===== src/rtl/operand_sequencer.sv =====
// Operand sequencer: a command FIFO feeds a four-state FSM that loads the a/b/c
// operands, pulses issue, waits DELAY cycles and samples the downstream z result.
module operand_sequencer #(
  parameter int DEPTH = 4,
  parameter int DELAY = 4
) (
  input  logic       clk,
  input  logic       rst_n,
  input  logic [7:0] in_data,
  input  logic       in_valid,
  output logic       in_ready,
  output logic [3:0] a,
  output logic [3:0] b,
  output logic [3:0] c,
  output logic       issue,
  input  logic       z,
  output logic       res_valid,
  output logic       res_z,
  output logic [7:0] ones_cnt,
  output logic       busy
);

  localparam int PTR_W = (DEPTH > 1) ? $clog2(DEPTH) : 1;
  localparam int CNT_W = $clog2(DEPTH + 1);

  typedef enum logic [1:0] {
    S_IDLE,
    S_ISSUE,
    S_WAIT,
    S_SAMPLE
  } state_t;

  state_t             r_state;
  state_t             w_state_next;

  // Bits [5:4] of a command carry no meaning, so only op and arg are stored.
  logic [5:0]         r_mem [DEPTH];
  logic [PTR_W-1:0]   r_wr_ptr;
  logic [PTR_W-1:0]   r_rd_ptr;
  logic [CNT_W-1:0]   r_count;

  logic [3:0]         r_a;
  logic [3:0]         r_b;
  logic [3:0]         r_c;
  logic [4:0]         r_rep;
  logic [3:0]         r_timer;
  logic [7:0]         r_ones;

  logic               w_push;
  logic               w_pop;
  logic               w_empty;
  logic               w_full;
  logic [5:0]         w_head;
  logic [1:0]         w_op;
  logic [3:0]         w_arg;
  logic               w_unused_bits;

  assign w_unused_bits = ^in_data[5:4];

  assign w_empty  = (r_count == '0);
  assign w_full   = (r_count == CNT_W'(DEPTH));
  assign in_ready = !w_full;
  assign w_push   = in_valid && !w_full;
  assign w_head   = r_mem[r_rd_ptr];
  assign w_op     = w_head[5:4];
  assign w_arg    = w_head[3:0];

  always_ff @(posedge clk) begin
    if (w_push) begin
      r_mem[r_wr_ptr] <= {in_data[7:6], in_data[3:0]};
    end
  end

  // Power-of-two depth lets the pointers wrap by natural overflow.
  always_ff @(posedge clk or negedge rst_n) begin
    if (!rst_n) begin
      r_wr_ptr <= '0;
      r_rd_ptr <= '0;
      r_count  <= '0;
    end else begin
      if (w_push) r_wr_ptr <= r_wr_ptr + PTR_W'(1);
      if (w_pop)  r_rd_ptr <= r_rd_ptr + PTR_W'(1);
      case ({w_push, w_pop})
        2'b10:   r_count <= r_count + CNT_W'(1);
        2'b01:   r_count <= r_count - CNT_W'(1);
        default: r_count <= r_count;
      endcase
    end
  end

  always_ff @(posedge clk or negedge rst_n) begin
    if (!rst_n) begin
      r_state <= S_IDLE;
    end else begin
      r_state <= w_state_next;
    end
  end

  always_comb begin
    w_state_next = r_state;
    w_pop        = 1'b0;
    case (r_state)
      S_IDLE: begin
        if (!w_empty) begin
          w_pop = 1'b1;
          if (w_op == 2'b11) w_state_next = S_ISSUE;
        end
      end
      S_ISSUE:  w_state_next = S_WAIT;
      // Timer counts DELAY..1, so exactly DELAY cycles are spent here.
      S_WAIT:   if (r_timer == 4'd1) w_state_next = S_SAMPLE;
      S_SAMPLE: w_state_next = (r_rep > 5'd1) ? S_ISSUE : S_IDLE;
      default:  w_state_next = S_IDLE;
    endcase
  end

  always_ff @(posedge clk or negedge rst_n) begin
    if (!rst_n) begin
      r_a     <= '0;
      r_b     <= '0;
      r_c     <= '0;
      r_rep   <= '0;
      r_timer <= '0;
      r_ones  <= '0;
    end else begin
      case (r_state)
        S_IDLE: begin
          if (w_pop) begin
            case (w_op)
              2'b00:   r_a <= w_arg;
              2'b01:   r_b <= w_arg;
              2'b10:   r_c <= w_arg;
              default: r_rep <= (w_arg == 4'd0) ? 5'd16 : {1'b0, w_arg};
            endcase
          end
        end
        S_ISSUE: r_timer <= 4'(DELAY);
        S_WAIT:  r_timer <= r_timer - 4'd1;
        S_SAMPLE: begin
          r_rep <= r_rep - 5'd1;
          if (z && (r_ones != 8'hFF)) r_ones <= r_ones + 8'd1;
        end
        default: ;
      endcase
    end
  end

  assign a         = r_a;
  assign b         = r_b;
  assign c         = r_c;
  assign ones_cnt  = r_ones;
  assign issue     = (r_state == S_ISSUE);
  assign res_valid = (r_state == S_SAMPLE);
  assign res_z     = res_valid && z;
  assign busy      = !w_empty || (r_state != S_IDLE);

endmodule


===== config.mk =====
export PLATFORM = sky130hd
export DESIGN_NAME = operand_sequencer
export DESIGN_NICKNAME = d
export VERILOG_FILES = /design/src/rtl/operand_sequencer.sv
export SDC_FILE = /design/constraint.sdc
export NUM_CORES = 1
export LEC_CHECK = 0
export BUFFER_PORTS_ARGS = -buffer_cell sky130_fd_sc_hd__buf_2
export CORE_MARGIN = 4
export CORE_UTILIZATION = 35
export DETAILED_ROUTE_END_ITERATION = 10
export GPL_ROUTABILITY_DRIVEN = 0
export PLACE_DENSITY_LB_ADDON = 0.3
export SETUP_SLACK_MARGIN = 0.15
export SLEW_MARGIN = 20
export SYNTH_ARGS = -nofsm -noshare
export SYNTH_HDL_FRONTEND = slang
export SYNTH_SLANG_ARGS = --single-unit

===== constraint.sdc =====
create_clock -name clk -period 3.9 [get_ports clk]
set_input_delay 0.78 -clock clk [delete_from_list [all_inputs] [get_ports clk]]
set_output_delay 0.78 -clock clk [all_outputs]
set_load 0.05 [all_outputs]

==> impl_results.md, run 1 <==
* Most frequent cells in the layout: dfrtp_1 (38), buf_2 (34), edfxtp_1 (24)
* CP delay by family, top: flip-flops
* Nets at 289
* Sequential fraction of the synthesis area at 57.4%
* Via Count at 1847
* Global-route wire length before repair at 9.28 mm
* Share of the synthesized area in the top cell type at 32.7%
* Launch point of the worst reg-to-reg path: r_state[0]
* I/O pins at 37
* # H-tree levels at 3
* Residual DRC count at 0
* Die ar. at 9840 um^2
* Fraction of registers with async set/reset at 61.3%
* Endpoints failing setup at 0
* RR Endpoint: r_count[2]
* Fill cell count at 728
* RSZ-0062 raised after global routing: false
* Die Wd at 99.2 um
* DP HPWL at 3.81 mm
* Congestion Overflow GR at 0
* Post-cts sizing count at 0
* Synth Area in Compound Gates at 8.38%
* Most used routing layer: met2
* Drt pass-1 iters at 4
* VDD IR-drop max at 0.000389 V
* CP Launch Type: flop
* Register-to-register setup slack at 1.52 ns
* Worst slack at placement at 1.51 ns
* Port Buffers at 34
* Number of DRC markers in iteration 0 at 50
* Slew @ Worst Pin at 0.859 ns
* Gr usage total at 11.9%
* Core ar. at 7890 um^2
* Antenna viol nets, final at 0
* Post-CTS Setup Inserts at 0
* Fin crit period at 2.41 ns
* Crit-path max cell delay at 0.40 ns
* CP Class: flop to output pin
* Share of cells above drive strength 1 at 30.7%
* Area leader, netlist: dfrtp_1
* Clk_lat worst skew at 0.34 ns
* Max_slew headroom at 42.7%
* Number of global-route vias before repair at 1858
* Syn Area/Cell at 13.1 um^2
* Max Root-Sink Buffers at 2
* Max Freq at 0.416 GHz
* Cell variety after synth at 41
* CTS tree: done
* Initial core utilization at 36.9%
* GR Layer Usage met1 at 15.4%
* Lkg Pwr at 1.43 nW
* Setup TNS at 0 ns
* Largest cells by area after synthesis: dfrtp_1 (33%), edfxtp_1 (25%), ha_1 (6.0%)
* CP cell instances: ha_1 > and2_1 > buf_2
* Largest net degree at the start of global routing at 39
* Vias per inst at 5.01
* CP endpoint kind: output pin
* Multiplexer share of the synthesized area at 10.1%
* M2 GR Usage at 18.9%
* Synthesis Warnings at 0
* Number of CTS-inserted buffers at 9
* Met3 Use GR at 2.24%
* CTS Root Cell: clkbuf_8
* Final WS setup at 1.49 ns
* Antenna violations before repair at 0
* Synth Net Count at 249
* Crit path launch: r_state[1]
* Drt wl/cell at 14.8 um
* Worst-path clk slew at 0.07 ns
* Final Max Tran Viols at 0
* CP Max Fanout at 11
* Maxcap violations at 0
* Die height at 99.2 um
* Post-Synth Adder-Cell Area at 6.71%
* Crit path depth at 3
* Area delta synth->final at 15.5%
* Largest family of logic cells by synthesized area: multiplexers
* Number of enable flip-flop cells after synthesis at 24
* Fin. Hold Viols at 0
* CP bufs+invs at 1
* Post-synthesis simple-gate area fraction at 9.72%
* Slowest CP cell: dfrtp_1
* XOR/XNOR share of the synthesized area at 3.91%
* Skew final at 0.00659 ns
* HP Class: flop to flop
* Commonest non-fill, non-tap cell in the layout: dfrtp_1
* Synth Register Bits at 62
* Synth Cell Area at 2910 um^2
* Status: finished clean
* # diodes at 0
* Row count at 32
* Final period util at 61.7%
* CTS hold repair buffers at 0
* Worst R2R Path Depth at 10
* Top_reg_cell synth: dfrtp_1
* Drt total wl at 5.48 mm
* Critical Path Sink: res_z
* PwrDens at 914 nW/um^2
* Sink Count at 62
* Syn Inst Count at 222
* Req. time, crit path at 3.12 ns
* Critical Path AT at 1.63 ns
==> Yosys cell counts (all sizes together), types with 4 or more instances <==
cell,instances
o21ai,7
inv,22
and3,5
dfrtp,38
ha,14
nor3,7
nand3,8
nor2,7
xnor2,5
mux2,14
nand2,16
edfxtp,24
xor2,8
o31ai,4
clkbuf,4
mux4,6
==> worst register-to-register path: cells and delay by family, from the launching register on <==
kind          cells  cell delay (ns)
xor+xnor          2             0.29
fa+ha+maj         3             0.94
buf+inv           3             0.30
flops             1             0.40
simple gates      2             0.38
==> through the flow <==
stage | util, % | hold slack (ns) | cell area [um^2] | std cells | power (W)
after floorplan | - | 0.477 | 2910 | 222 | 0.00224
after global placement | 40.3 | 0.489 | 3180 | 353 | 0.00255
after detailed placement | 40.3 | 0.488 | 3180 | 353 | 0.00258
after CTS | 42.6 | 0.500 | 3360 | 369 | 0.00311
after global routing | 42.6 | 0.527 | 3360 | 369 | 0.00329
final | 42.6 | 0.491 | 3360 | 369 | 0.00307
==> how the worst min path moves through the flow <==
| stage | startpoint | cells after the start | slack (ns) | to |
|---|---|---|---|---|
| 2_1_floorplan | rst_n | 0 | 0.48 | a[0] |
| 3_3_place_gp | c[1] | 1 | 0.49 | c[1] |
| 3_5_place_dp | ones_cnt[7] | 1 | 0.49 | ones_cnt[7] |
| 4_1_cts | ones_cnt[7] | 1 | 0.50 | ones_cnt[7] |
| 5_1_grt | c[3] | 1 | 0.53 | c[3] |
| 6_report | ones_cnt[7] | 1 | 0.49 | ones_cnt[7] |
==> flip-flops by register name (all words and copies together), names as in the netlist <==
name	flops
r_rd_ptr	2
r_wr_ptr	2
r_mem	24
b	4
r_state	2
r_timer	4
r_rep	5
c	4
ones_cnt	8
r_count	3
a	4
==> layer usage <==
metal,part of all wire (%),vias to the layer above
met3,2.2,7
met4,1.9,0
met1,47,928
met2,49,26
met5,0,-
li1,-,886
==> cells by family after synthesis <==
logic type,count (synthesis)
AO/OA/AOI/OAI,31
adder cells (fa/ha/maj),15
AND/OR/NAND/NOR,54
XOR/XNOR,13
buffers and inverters,27
multiplexers,20
flip-flops,62
==> final cells by class <==
cell class | count | area, um^2 | area share [%]
clock inverter | 7 | 56.3 | 1.68
timing repair buffer | 34 | 170 | 5.06
multi-input combinational | 133 | 1130 | 33.6
sequential | 62 | 1670 | 49.7
tap | 102 | 128 | 3.80
clock buffer | 9 | 124 | 3.69
inverter | 22 | 82.6 | 2.46
==> report_power, final <==
group | internal [W] | switching (W) | total (W) | leakage [nW]
clock | 0.000236 | 0.000280 | 0.000516 | 0.0789
combinational | 0.000523 | 0.000935 | 0.00146 | 0.664
sequential | 0.000912 | 0.000185 | 0.00110 | 0.685
total | 0.00167 | 0.00140 | 0.00307 | 1.43
No activity file was read; power rests on OpenSTA's default activity.
==> run 2, diff against run 1 <==
==> constraint.sdc (replaced) <==
create_clock -name clk -period 2 [get_ports clk]
set_input_delay 0.4 -clock clk [delete_from_list [all_inputs] [get_ports clk]]
set_output_delay 0.4 -clock clk [all_outputs]
set_load 0.05 [all_outputs]
==> run 2 against run 1 <==
Clock power rose by 130%. Total power rose by 130%. Combinational power rose by 150%. Routed wire length rose by 7.2%. Worst setup slack got worse by 1.4 ns. Final area rose by 12%. Critical endpoint is now c[3]. Final cell count rose by 7.3%. Global-route usage rose by 0.94 points. Sequential power rose by 93%. Die area did not move. Non-clock buffer count rose by 27. Largest cell class unchanged. Clock skew rose by 0.0036 ns.
==> impl_results.md, run 2 (synthesis gave the netlist of run 1 again) <==
* Endpoints failing setup at 0 (unchanged)
* Global-route wire length before repair at 9.77 mm (was 9.28 mm)
* Die ar. at 9840 um^2 (unchanged)
* Fin. Hold Viols at 0 (unchanged)
* Crit-path max cell delay at 0.64 ns (was 0.40 ns)
* Critical Path AT at 2.09 ns (was 1.63 ns)
* CP endpoint kind: flop (was output pin)
* DP HPWL at 4.15 mm (was 3.81 mm)
* Max Root-Sink Buffers at 2 (unchanged)
* Drt wl/cell at 14.8 um (about the same)
* Launch point of the worst reg-to-reg path: r_rd_ptr[0] (was r_state[0])
* Number of DRC markers in iteration 0 at 98 (was 50)
* Max_slew headroom at 66.9% (was 42.7%)
* Max Freq at 0.538 GHz
* Row count at 32 (unchanged)
* Slew @ Worst Pin at 0.493 ns (was 0.859 ns)
* Most frequent cells in the layout: dfrtp_1 (33), buf_2 (32), buf_4 (25) (was dfrtp_1 (38), buf_2 (34), edfxtp_1 (24))
* Initial core utilization at 36.9% (unchanged)
* Final period util at 93.0%
* Largest net degree at the start of global routing at 23 (was 39)
* Max FFs per register at 24 (unchanged)
* CP cell instances: mux4_2 > nor3b_2 > buf_4 > mux2_4 (was ha_1 > and2_1 > buf_2)
* Final Max Tran Viols at 0 (unchanged)
* Worst-path clk slew at 0.08 ns (was 0.07 ns)
* Setup TNS at 0 ns (unchanged)
* Nets at 316 (was 289)
* Drt total wl at 5.87 mm (was 5.48 mm)
* CP Launch Type: flop (unchanged)
* # diodes at 0 (unchanged)
* CP delay by family, top: multiplexers (was flip-flops)
* Fin crit period at 1.86 ns
* Gr usage total at 12.9% (was 11.9%)
* CP Class: flop to flop (was flop to output pin)
* CTS tree: done (unchanged)
* Number of CTS-inserted buffers at 9 (unchanged)
* Slowest CP cell: mux4_2 (was dfrtp_1)
* Lkg Pwr at 1.62 nW (was 1.43 nW)
* Fill cell count at 703 (was 728)
* PwrDens at 1850 nW/um^2 (was 914 nW/um^2)
* Skew final at 0.0102 ns (was 0.00659 ns)
* Residual DRC count at 0 (unchanged)
* Commonest non-fill, non-tap cell in the layout: dfrtp_1 (unchanged)
* VDD IR-drop max at 0.000658 V (was 0.000389 V)
* Core ar. at 7890 um^2 (unchanged)
* Antenna viol nets, final at 0 (unchanged)
* CP Max Fanout at 7 (was 11)
* Number of global-route vias before repair at 1927 (was 1858)
* Via Count at 1908 (was 1847)
* Share of cells above drive strength 1 at 45.6% (was 30.7%)
* Req. time, crit path at 2.23 ns (was 3.12 ns)
* RR Endpoint: c[3] (was r_count[2])
* Die Wd at 99.2 um (unchanged)
* Drt pass-1 iters at 4 (unchanged)
* Worst R2R Path Depth at 4 (was 10)
* HP Class: input port to asynchronous set/reset pin (was flop to flop)
* # H-tree levels at 3 (unchanged)
* Sink Count at 62 (unchanged)
* Maxcap violations at 0 (unchanged)
* Area delta synth->final at 29.2% (was 15.5%)
* Tot Pwr at 0.00694 W (was 0.00307 W)
* Register-to-register setup slack at 0.14 ns (was 1.52 ns)
* CTS Root Cell: clkbuf_8 (unchanged)
* Clk_lat worst skew at 0.35 ns (was 0.34 ns)
* Vias per inst at 4.82 (was 5.01)
* Antenna violations before repair at 0 (unchanged)
* Status: finished clean (unchanged)
* Congestion Overflow GR at 0 (unchanged)
* RSZ-0062 raised after global routing: true (was false)
* Die height at 99.2 um (unchanged)
* CP bufs+invs at 1 (unchanged)
* Port Buffers at 34 (unchanged)
* Largest Register: r_mem (unchanged)
* I/O pins at 37 (unchanged)
-- run 2: cell count changes in the layout (fill, tap and decap cells not counted), moves of 3 or more --
cell / before / now
buf_4: 0 / 25
inv_1: 22 / 15
inv_2: 0 / 6
mux2_2: 14 / 8
mux2_4: 0 / 6
dfrtp_1: 38 / 33
dfrtp_2: 0 / 5
buf_6: 0 / 4
clkinvlp_4: 4 / 1
ha_1: 14 / 11
ha_4: 0 / 3
-- run 2: metrics by stage --
stage          cells  utilization (%)  cell area [um^2]  hold WS, ns  worst slack [ns]
3_5_place_dp     367             42.6              3360        0.397            0.0764
4_1_cts          388             46.6              3680       0.0153            0.0856
2_1_floorplan    222                -              2980        0.104            0.0839
5_1_grt          396             47.7              3760       0.0291            0.0697
3_3_place_gp     367             42.6              3360        0.397            0.0947
6_report         396             47.7              3760       0.0124             0.141
-- run 2: power by group --
group / leakage, nW / internal (W) / switching [W]
registers: 0.679 / 0.00179 / 0.000331
logic: 0.835 / 0.00153 / 0.00208
clock network: 0.110 / 0.000705 / 0.000505
total: 1.62 / 0.00402 / 0.00291
-- run 2: area by class of cell --
type / instances / area (um^2) / area share (%)
tap: 102 / 128 / 3.39
clock buffer: 9 / 124 / 3.29
multi-input combinational: 133 / 1260 / 33.4
sequential: 62 / 1680 / 44.6
clock inverter: 7 / 95.1 / 2.53
inverter: 22 / 85.1 / 2.26
timing repair buffer: 61 / 393 / 10.4
-- run 2: worst max-delay path by stage --
stage	endpoint	slack (ns)	cells after the start	startpoint
5_1_grt	b[0]	0.07	3	r_rd_ptr[0]
3_3_place_gp	b[1]	0.09	3	r_rd_ptr[0]
4_1_cts	b[2]	0.09	3	r_rd_ptr[0]
2_1_floorplan	r_count[2]	0.08	10	r_count[0]
6_report	c[3]	0.14	4	r_rd_ptr[0]
3_5_place_dp	b[2]	0.08	3	r_rd_ptr[0]
-- run 2: worst reg2reg max path, cell delays in order (launching register included) --
cell	delay (ns)
dfrtp_2	0.41
mux4_2	0.64
nor3b_2	0.22
buf_4	0.17
mux2_4	0.30
-- run 2: metal layers --
metal / track usage, % / vias to the layer above / routed length, um
met3: 3.51 / 10 / 160
met1: 17.2 / 930 / 2820
met5: 0 / - / 0
li1: - / 940 / -
met2: 19.1 / 28 / 2760
met4: 6.93 / 0 / 132
-- run 2: repair_timing --
action,in CTS,in global routing
resized for setup,18,9
cloned,0,0
setup buffers,5,8
hold endpoints to repair,0,0
setup endpoints to repair,17,22
hold buffers,0,0
pin swaps,5,11
==> run 3, diff against run 2 <==
--- a/config.mk
+++ b/config.mk
@@ -6,11 +6,14 @@
 export NUM_CORES = 1
 export LEC_CHECK = 0
 export BUFFER_PORTS_ARGS = -buffer_cell sky130_fd_sc_hd__buf_2
+export CELL_PAD_IN_SITES_DETAIL_PLACEMENT = 2
+export CELL_PAD_IN_SITES_GLOBAL_PLACEMENT = 2
 export CORE_MARGIN = 4
 export CORE_UTILIZATION = 35
 export DETAILED_ROUTE_END_ITERATION = 10
 export GPL_ROUTABILITY_DRIVEN = 0
 export PLACE_DENSITY_LB_ADDON = 0.3
+export RECOVER_POWER = 25
 export SETUP_SLACK_MARGIN = 0.15
 export SLEW_MARGIN = 20
 export SYNTH_ARGS = -nofsm -noshare
==> run 3 against run 2 <==
The flow now finishes with violations (negative setup slack). Fmax decreased by 9.2%. Non-clock buffer count is 4 higher. Routed wire length is 47% higher. Hold slack gained 0.25 ns. Final area increased by 2.7%. Die area is the same. Sequential share of layout area down 1.1 points. Via count increased by 8.4%. Critical path depth grew 5. Register-to-register slack lost 0.19 ns. Sequential cell count unchanged. Largest cell class unchanged. Highest routed layer unchanged.
==> impl_results.md, run 3 (synthesis gave the netlist of run 1 again) <==
* Failing checks: negative setup slack
* Number of global-route vias before repair at 2393 (was 1927)
* Number of CTS-inserted buffers at 9 (unchanged)
* Drt pass-1 iters at 4 (unchanged)
* Lkg Pwr at 1.64 nW (was 1.62 nW)
* Largest net degree at the start of global routing at 21 (was 23)
* Number of DRC markers in iteration 0 at 77 (was 98)
* Fin crit period at 2.05 ns (was 1.86 ns)
* Final period util at 102% (was 93.0%)
* Global-route wire length before repair at 13.9 mm (was 9.77 mm)
* Worst hold margin at 0.267 ns (was 0.0124 ns)
* Via Count at 2069 (was 1908)
* Residual DRC count at 0 (unchanged)
* Max FFs per register at 24 (unchanged)
* Core ar. at 7890 um^2 (unchanged)
* CP cell instances: or3_4 > nand2_4 > inv_4 > ha_4 > inv_2 > fa_2 > xor2_1 > nor2_1 > xor2_1 (was mux4_2 > nor3b_2 > buf_4 > mux2_4)
* Crit-path max cell delay at 0.45 ns (was 0.64 ns)
* Initial core utilization at 36.9% (unchanged)
* CP Max Fanout at 4 (was 7)
* CTS tree: done (unchanged)
* Antenna viol nets, final at 0 (unchanged)
* Fill cell count at 803 (was 703)
* CP delay by family, top: simple AND/OR/NAND/NOR gates (was multiplexers)
* Final Util at 48.9% (was 47.7%)
* CP Class: flop to flop (unchanged)
* # H-tree levels at 3 (unchanged)
* PwrDens at 1940 nW/um^2 (was 1850 nW/um^2)
* Port Buffers at 34 (unchanged)
* Vias per inst at 5.17 (was 4.82)
* Max_slew headroom at 20.7% (was 66.9%)
* Tot Pwr at 0.00750 W (was 0.00694 W)
* Max Freq at 0.488 GHz (was 0.538 GHz)
* Final Max Tran Viols at 0 (unchanged)
* Cell Area, Placed at 3350 um^2 (was 3360 um^2)
* Status: finished, violations left (was finished clean)
* # diodes at 0 (unchanged)
* DP HPWL at 5.28 mm (was 4.15 mm)
* CP bufs+invs at 2 (was 1)
* Area delta synth->final at 32.6% (was 29.2%)
* Max Root-Sink Buffers at 2 (unchanged)
* RSZ-0062 raised after global routing: true (unchanged)
* Row count at 32 (unchanged)
* Worst-path clk slew at 0.08 ns (about the same)
* Slowest CP cell: dfrtp_2 (was mux4_2)
* Congestion Overflow GR at 0 (unchanged)
* Commonest non-fill, non-tap cell in the layout: dfrtp_1 (unchanged)
* Nets at 320 (was 316)
* CP dominant cell by count: xor2_1
* Clk_lat worst skew at 0.35 ns (about the same)
* CP Launch Type: flop (unchanged)
* CTS Root Cell: clkbuf_8 (unchanged)
* Largest Register: r_mem (unchanged)
* VDD IR-drop max at 0.000972 V (was 0.000658 V)
* CP endpoint kind: flop (unchanged)
* Drt wl/cell at 21.6 um (was 14.8 um)
* Final instance area at 3860 um^2 (was 3760 um^2)
* Die Wd at 99.2 um (unchanged)
* Maxcap violations at 0 (unchanged)
* Slew @ Worst Pin at 1.19 ns (was 0.493 ns)
* Skew final at 0.00745 ns (was 0.0102 ns)
* I/O pins at 37 (unchanged)
* CTS hold repair buffers at 0 (unchanged)
* Share of cells above drive strength 1 at 46.3% (was 45.6%)
* Die ar. at 9840 um^2 (unchanged)
* Critical Path AT at 2.29 ns (was 2.09 ns)
* Gr usage total at 18.7% (was 12.9%)
* Req. time, crit path at 2.24 ns (was 2.23 ns)
* Most frequent cells in the layout: dfrtp_1 (30), buf_4 (27), buf_2 (25) (was dfrtp_1 (33), buf_2 (32), buf_4 (25))
* Final WS setup at -0.0488 ns (was 0.141 ns)
* Antenna violations before repair at 0 (unchanged)
* HP Class: input port to asynchronous set/reset pin (unchanged)
* Fin. Hold Viols at 0 (unchanged)
* Sink Count at 62 (unchanged)
* Die height at 99.2 um (unchanged)
* Drt total wl at 8.64 mm (was 5.87 mm)
* Endpoints failing setup at 1 (was 0)
[run 3: timing repair]
action / CTS / global route
gates cloned: 0 / 0
gates resized for setup: 26 / 22
setup endpoints to repair: 19 / 23
pin swaps: 13 / 11
buffers inserted: 11 / 8
[run 3: metrics by stage]
step                cells    TNS, ns  worst slack, ns
global route          400     -0.117           -0.117
detailed placement    365  -0.000126        -0.000126
CTS                   392          0           0.0855
floorplan             222          0           0.0839
finish                400    -0.0488          -0.0488
global placement      365          0           0.0841
[run 3: path summary, 6_finish.rpt]
check                            start  depth (start not counted)           to  slack [ns]
setup / recovery            r_count[0]                          9   r_count[2]       -0.05
hold / removal                   rst_n                          1     r_rep[3]        0.27
setup reg to reg            r_count[0]                          9   r_count[2]       -0.05
hold reg to reg            ones_cnt[2]                          1  ones_cnt[2]        0.50
max in group asynchronous        rst_n                          2   r_count[0]        1.02
min in group clk            in_data[6]                          1  r_mem[1][4]        0.32
[run 3: power breakdown]
part / total [W] / switching [W] / leakage [nW] / internal [W]
Combinational: 0.00417 / 0.00245 / 0.880 / 0.00172
Clock: 0.00116 / 0.000584 / 0.0895 / 0.000577
Sequential: 0.00217 / 0.000373 / 0.676 / 0.00180
Total: 0.00750 / 0.00341 / 1.64 / 0.00410
[run 3: per-layer routing]
metal	wire, um	part of all wire (%)	track usage, %	vias to the layer above
met1	3640	42	23.1	1089
li1	-	-	-	940
met3	237	2.7	4.91	10
met4	69	0.80	5.15	0
met5	0	0	0	-
met2	4690	54	32.3	30
[run 3: final cells by class]
| cell class | instances | area (um^2) | area share [%] |
|---|---|---|---|
| multi-input combinational | 133 | 1330 | 34.6 |
| timing repair buffer | 65 | 434 | 11.2 |
| clock inverter | 7 | 73.8 | 1.91 |
| inverter | 22 | 85.1 | 2.20 |
| clock buffer | 9 | 124 | 3.21 |
| tap | 102 | 128 | 3.31 |
| sequential | 62 | 1680 | 43.6 |
